===== src/rtl/seq_scan_ctrl.sv =====
// Serial pattern scanner: shifts a captured stream MSB-first through an N-bit window,
// flagging, counting and locating matches against a captured code. Supports abort.
module seq_scan_ctrl #(
  parameter int N  = 4,
  parameter int W  = 16,
  parameter int CW = 5
) (
  input  logic          clk,
  input  logic          rst,
  input  logic          start_valid,
  output logic          start_ready,
  input  logic [N-1:0]  code,
  input  logic [N-1:0]  seed,
  input  logic [W-1:0]  stream,
  input  logic          abort,
  output logic          busy,
  output logic          hit,
  output logic          done,
  output logic          aborted,
  output logic [CW-1:0] match_cnt,
  output logic          found,
  output logic [CW-1:0] first_pos
);

  typedef enum logic [1:0] {IDLE, SHIFT, DONE} state_t;

  state_t        state, state_nxt;
  logic [N-1:0]  code_r;
  logic [N-1:0]  window;
  logic [W-1:0]  stream_r;
  logic [CW-1:0] idx;
  logic [N-1:0]  win_nxt;
  logic          match;
  logic          last;
  logic          accept;
  logic          do_shift;

  // Stream register shifts left each step, so the bit to consume is always the MSB
  assign win_nxt  = {window[N-2:0], stream_r[W-1]};
  assign match    = (win_nxt == code_r);
  assign last     = (idx == CW'(W - 1));
  assign accept   = (state == IDLE) && start_valid;
  assign do_shift = (state == SHIFT) && !abort;

  assign start_ready = (state == IDLE);
  assign busy        = (state == SHIFT);

  always_comb begin
    state_nxt = state;
    case (state)
      IDLE:    if (start_valid) state_nxt = SHIFT;
      SHIFT: begin
        if (abort)     state_nxt = IDLE;
        else if (last) state_nxt = DONE;
      end
      DONE:    state_nxt = IDLE;
      default: state_nxt = IDLE;
    endcase
  end

  always_ff @(posedge clk or posedge rst) begin
    if (rst) begin
      state     <= IDLE;
      window    <= '0;
      idx       <= '0;
      hit       <= 1'b0;
      done      <= 1'b0;
      aborted   <= 1'b0;
      match_cnt <= '0;
      found     <= 1'b0;
      first_pos <= '0;
    end else begin
      state   <= state_nxt;
      hit     <= 1'b0;
      done    <= 1'b0;
      aborted <= 1'b0;
      if (accept) begin
        window    <= seed;
        idx       <= '0;
        match_cnt <= '0;
        found     <= 1'b0;
        first_pos <= '0;
      end else if (state == SHIFT) begin
        if (abort) begin
          aborted <= 1'b1;
        end else begin
          window <= win_nxt;
          idx    <= idx + 1'b1;
          hit    <= match;
          done   <= last;
          if (match) begin
            match_cnt <= match_cnt + 1'b1;
            if (!found) begin
              found     <= 1'b1;
              first_pos <= idx;
            end
          end
        end
      end
    end
  end

  // Job data: captured on accept, no reset needed since it is only read in SHIFT
  always_ff @(posedge clk) begin
    if (accept) begin
      code_r   <= code;
      stream_r <= stream;
    end else if (do_shift) begin
      stream_r <= stream_r << 1;
    end
  end

endmodule


===== config.mk =====
export PLATFORM = sky130hd
export DESIGN_NAME = seq_scan_ctrl
export DESIGN_NICKNAME = d
export VERILOG_FILES = /design/src/rtl/seq_scan_ctrl.sv
export SDC_FILE = /design/constraint.sdc
export NUM_CORES = 1
export LEC_CHECK = 0
export BUFFER_PORTS_ARGS = -buffer_cell sky130_fd_sc_hd__clkbuf_2
export CORE_UTILIZATION = 25
export DETAILED_ROUTE_END_ITERATION = 8
export GPL_TIMING_DRIVEN = 0
export PLACE_DENSITY = 0.42
export SLEW_MARGIN = 20
export SYNTH_ARGS = -nofsm -noshare
export SYNTH_HDL_FRONTEND = slang
export SYNTH_SLANG_ARGS = --single-unit

===== constraint.sdc =====
create_clock -name clk -period 1.63 [get_ports clk]
set_clock_uncertainty 0.05 [all_clocks]
set_input_delay 0.0815 -clock clk [delete_from_list [all_inputs] [get_ports clk]]
set_output_delay 0.0815 -clock clk [all_outputs]
set_load 0.01 [all_outputs]

==> out/results.txt, run 1 <==
Slowest stage delay, CP - 450 ps
Grt ovf - 0
R2R depth - 5
Starting density of the core - 26.2%
Placed Instances - 326
Predominant post-synthesis flop cell - dfrtp_1
Routed Antenna Nets - 0
P&R area growth vs syn - 36.4%
CP cell instances - nor3b_4 -> nand3_2 -> or3_1 -> buf_6 -> mux2i_1
Full die area - 0.00809 mm²
CTS tree - built
Synth unique cells - 27
Number of global-route vias before repair - 1411
Worst Path Arrival - 1730 ps
Worst min-delay path class - in -> reg
Clk sinks - 44
Die H - 89.9 µm
Max-slew violation count - 0
CP max FO - 5
WL/cell - 11.2 µm
Largest net degree at the start of global routing - 25
Input/output buffers - 42
Req. time, crit path - 1750 ps
Power Density - 963 mW/mm²
Aggregate routed wire length - 4010 µm
Filler cell count - 789
Mux cell area share after synthesis - 4.14%
Clock transition at path regs - 80 ps
# DRC - 0
Hold endpoint - stream_r[4]
Status - finished clean
Share of the synthesized area in the top cell type - 31.1%
Number of enable flip-flop cells after synthesis - 20
Dpl hpwl - 2750 µm
Period utilization - 98.8%
All-layer global routing usage - 10.7%
Maximum vdd drop - 0.000421 V
First-pass GRT wire length - 6720 µm
Synthesis Warnings - 0
Total power - 2.54 mW
Nets - 288
CP Class - reg -> reg
H-Tree Depth - 2
Crit end category - flip-flop
Cell Area, Synth - 0.00193 mm²
Fmax - 0.621 GHz
Worst hold path depth - 3
Vias/cell - 4.04
Largest cells by area after synthesis - dfrtp_1 31%, edfxtp_1 31%, nand2_1 14%
# IOs - 44
Reg2reg setup slack - 20 ps
Syn_nets - 216
Sequential fraction of the synthesis area - 62.1%
Synth Register Bits - 44
Xor/xnor share of the synthesized area - 3.62%
Synth Area per Inst - 10.4 µm²
Post-Synthesis Cells - 185
Max Root-Sink Buffers - 2
Critical R2R Capture - first_pos[4]
Rel. slew slack - 37.6%
Initial DRC Count - 62
Row count - 31
Max Cap Viol - 0
First drt pass iteration count - 4
Top-count cell post-synth - nand2_1
Synth area leader - dfrtp_1
GPL Wtd Cong - 0.644
Final number of setup-violating endpoints - 0
Final Hold Fails - 0
Worst Setup Start Kind - flip-flop
Hold_ws - 8.96 ps
Simple-gate area share of the yosys netlist - 21.6%
Vias - 1443
Async SR Flop Fraction - 54.5%
Root buf cell - clkbuf_8
Die Wd - 89.9 µm
Synth Area in Compound Gates - 3.56%
Ratio of cells with drive above 1 in the final layout - 26.0%
Adder-Cell Fraction of Synth Area - 1.94%
Antenna Cells - 0
Period minus WS final - 1610 ps
Num CTS Buffers - 5
R2r startpoint - state[1]
Worst setup margin - 20.0 ps
Main combinational cell family by area after synthesis - simple AND/OR/NAND/NOR gates
Worst-margin pin slew - 934 ps
Min-delay src - stream[4]
Worst skew pair latency - 290 ps
Lkg Pwr - 1.28 nW
Synth top cells by count - 73 x nand2_1, 24 x dfrtp_1, 20 x edfxtp_1, 8 x mux2i_1, 8 x nor2_1
RSZ-0062 raised after global routing - yes
Final std cells w/o fill - 357
Pre-CTS setup slack - -293 ps
Initial antenna violation count - 0
Slowest CP cell - dfrtp_2
Core Region - 0.00737 mm²
==> cell type report <==
| class | count | area, µm² | share of cell area (%) |
|---|---|---|---|
| plain buffers | 7 | 43.8 | 1.66 |
| clock buffers | 7 | 76.3 | 2.89 |
| clock inverters | 1 | 5.00 | 0.190 |
| inverters | 5 | 18.8 | 0.712 |
| multi-input cells | 128 | 727 | 27.6 |
| flip-flops and latches | 44 | 1200 | 45.6 |
| well taps | 99 | 124 | 4.70 |
| repair buffers | 66 | 440 | 16.7 |
==> layout by cell type, fill, tap and decap left out, types with 2 or more instances in the layout <==
master,n
ha_1,3
nand2b_1,3
a31oi_1,3
clkbuf_1,4
edfxtp_1,20
clkbuf_2,44
xor2_1,3
and2_1,3
clkbuf_8,5
a211oi_1,3
buf_4,6
nand3_1,2
xnor2_1,5
nor2_1,7
a31o_2,2
dlygate4sd3_1,20
inv_1,5
dfrtp_1,23
and3_1,2
nand2_1,72
nand2_8,2
mux2i_1,8
==> through the flow <==
step | setup TNS (ps) | cell area (µm²) | utilization [%]
2_1_floorplan | 0 | 1940 | -
3_3_place_gp | -7280 | 2280 | 30.9
3_5_place_dp | -6770 | 2280 | 30.9
4_1_cts | -3.16 | 2610 | 35.3
5_1_grt | -562 | 2640 | 35.8
6_report | 0 | 2640 | 35.8
==> worst max-delay path by stage <==
stage | to | cells after the start | from
after floorplan | stream_r[0] | 5 | state[1]
after global placement | stream_r[5] | 5 | state[1]
after detailed placement | stream_r[11] | 5 | state[1]
after CTS | match_cnt[2] | 4 | state[1]
after global routing | first_pos[1] | 5 | state[1]
final | first_pos[4] | 5 | state[1]
==> worst max-delay path: cells and delay by family (launching register included) <==
family,cells,cell delay [ps]
buffers and inverters,1,150
DFF,1,450
muxes,1,110
and+or+nand+nor,3,740
==> flip-flops by register name, summed over array words and instances (netlist names), 2 cells and up <==
| register | flops |
|---|---|
| idx | 5 |
| state | 2 |
| match_cnt | 5 |
| first_pos | 5 |
| code_r | 4 |
| stream_r | 16 |
| window | 3 |
==> routing by layer <==
| metal | track usage (%) | vias to the layer above | share of wire (%) | wire [µm] |
|---|---|---|---|---|
| li1 | - | 750 | - | - |
| met1 | 13.8 | 661 | 52 | 2080 |
| met2 | 16.9 | 30 | 43 | 1740 |
| met3 | 2.88 | 2 | 3.7 | 150 |
| met4 | 4.44 | 0 | 0.90 | 36 |
| met5 | 0 | - | 0 | 0 |
==> logic make-up (layout without fill, tap and decap cells) <==
| logic type | count (synthesis) | count (layout) |
|---|---|---|
| flip-flops | 44 | 44 |
| AND/OR/NAND/NOR | 98 | 99 |
| multiplexers | 8 | 8 |
| XOR/XNOR | 8 | 8 |
| adder cells (fa/ha/maj) | 3 | 3 |
| AO/OA/AOI/OAI | 10 | 10 |
| buffers and inverters | 14 | 86 |
==> where the power goes <==
group / internal, mW / total [mW] / switching (mW) / leakage, nW
Combinational: 0.217 / 0.479 / 0.262 / 0.719
Clock: 0.302 / 0.661 / 0.360 / 0.0422
Sequential: 1.32 / 1.40 / 0.0764 / 0.515
==> timing repair <==
item | CTS | global route
setup buffers | 3 | 1
gates cloned | 0 | 1
hold endpoints to repair | 43 | 0
gates resized for setup | 8 | 7
pin swaps | 2 | 2
hold buffers | 20 | 0
setup endpoints to repair | 43 | 34
Power figures use the tool's default switching activity.
==> run 2, diff against run 1 <==
Settings changed: CELL_PAD_IN_SITES_DETAIL_PLACEMENT from default to 0, CELL_PAD_IN_SITES_GLOBAL_PLACEMENT from default to 1, PLACE_DENSITY 0.42 to 0.49.
Clock period 1.63 ns to 1.5 ns, I/O delays scaled along.
==> out/results.txt, run 2 (synthesis results as in run 1) <==
Status - finished, violations left
Failing checks - setup timing
Req. time, crit path - 1640 ps
CTS tree - built
GPL Wtd Cong - 0.699
Die H - 89.9 µm
Post-DP Area - 0.00230 mm²
Final number of setup-violating endpoints - 6
Input/output buffers - 42
Aggregate routed wire length - 4310 µm
Grt ovf - 0
First drt pass iteration count - 4
Largest net degree at the start of global routing - 25
Dpl hpwl - 2850 µm
WL/cell - 12.1 µm
Min-delay src - stream[3]
Vias/cell - 4.10
Full die area - 0.00809 mm²
Crit end category - flip-flop
Clk sinks - 44
GR Util met3 - 2.62%
RSZ-0062 raised after global routing - yes
Reg2reg setup slack - -50 ps
Number of global-route vias before repair - 1470
GRT busiest layer - met2
Leading cell types in the layout, fill and taps excluded - 71 x nand2_1, 44 x clkbuf_2, 24 x dfrtp_1, 20 x edfxtp_1, 18 x dlygate4sd3_1
Period utilization - 103%
Nets - 286
Final Hold Fails - 0
CP Class - reg -> reg
Power Density - 1090 mW/mm²
Root buf cell - clkbuf_8
Lkg Pwr - 1.30 nW
Largest register by flop count - stream_r
Worst-margin pin slew - 942 ps
Initial DRC Count - 95
Worst Setup Start Kind - flip-flop
Filler cell count - 784
Max-slew violation count - 0
# DRC - 0
Slowest stage delay, CP - 440 ps
Global Route met2 Usage - 17.3%
Core Region - 0.00737 mm²
Routed Antenna Nets - 0
Max Cap Viol - 0
Largest register FFs - 16
TNS Setup - -224 ps
CP cell instances - nor3b_4 -> nand3_2 -> or3_4 -> mux2i_1
R2r startpoint - state[1]
Worst setup margin - -51.0 ps
Vias - 1457
Initial antenna violation count - 0
P&R area growth vs syn - 38.1%
Worst Path Arrival - 1690 ps
CP startpoint - state[1]
CP max FO - 5
Ratio of cells with drive above 1 in the final layout - 27.7%
Max Root-Sink Buffers - 2
Worst skew pair latency - 300 ps
Clock transition at path regs - 80 ps
Die Wd - 89.9 µm
Row count - 31
All-layer global routing usage - 11.7%
H-Tree Depth - 2
Num CTS Buffers - 5
# IOs - 44
Fmax - 0.645 GHz
Rel. slew slack - 37.1%
Starting density of the core - 26.2%
First-pass GRT wire length - 7280 µm
Design area - 0.00267 mm²
Antenna Cells - 0
Period minus WS final - 1550 ps
Commonest non-fill, non-tap cell in the layout - nand2_1
Maximum vdd drop - 0.000509 V
Worst min-delay path class - in -> reg
Met1 Usage GRT - 16.4%
Slowest CP cell - or3_4
==> run 2: cell types whose count changed in the layout (fill, tap and decap cells not counted), moves of 2 or more <==
cell	before	now
clkbuf_1	4	2
a31o_4	0	2
a31o_2	2	0
buf_4	6	4
dlygate4sd3_1	20	18
==> run 2: power breakdown <==
part           internal (mW)  total, mW  leakage [nW]  switching [mW]
sequential              1.44       1.52         0.517          0.0804
clock                  0.428      0.840        0.0534           0.412
combinational          0.251      0.560         0.729           0.309
total                   2.12       2.92          1.30           0.802
==> run 2: final timing paths <==
check / end / cells past startpoint
max: first_pos[4] / 4
max in group asynchronous: window[0] / 3
min reg2reg: stream_r[8] / 2
min: stream_r[3] / 3
min in group asynchronous: first_pos[0] / 3
max reg2reg: first_pos[4] / 4
==> run 2: metrics by stage <==
step	hold slack (ps)	total power [mW]	util [%]	instances	setup slack [ps]
2_1_floorplan	39.6	1.85	-	185	0.800
5_1_grt	10.1	3.11	36.2	355	-159
3_3_place_gp	203	2.01	31.2	326	-222
3_5_place_dp	204	2.01	31.2	326	-224
6_report	2.67	2.92	36.2	355	-51.0
4_1_cts	3.23	2.94	35.9	353	-123
==> run 2: layer usage <==
layer  vias up  routed length [µm]
met5         -                   0
met1       678                2220
met4         0                  70
met3         8                 161
met2        29                1860
li1        742                   -
==> run 2: final cells by class <==
cell class | count | area (µm²) | area share [%]
buffer | 7 | 48.8 | 1.83
clock buffer | 7 | 97.6 | 3.66
clock inverter | 1 | 5.00 | 0.187
inverter | 5 | 18.8 | 0.703
multi-input combinational | 128 | 754 | 28.3
sequential | 44 | 1200 | 45.0
tap | 99 | 124 | 4.64
timing repair buffer | 64 | 420 | 15.7
==> run 2: critical path: cells and delay by family (launching register included) <==
family / cells / cell delay [ps]
AND/OR/NAND/NOR: 3 / 830
flip-flops: 1 / 430
multiplexers: 1 / 130
==> run 2: repair_timing <==
| item | CTS | global route |
|---|---|---|
| setup buffers | 2 | 2 |
| resized for setup | 12 | 6 |
| hold endpoints to repair | 41 | 0 |
| hold buffers | 18 | 0 |
| setup endpoints to repair | 51 | 40 |
| gates cloned | 1 | 0 |
| pin swaps | 4 | 3 |
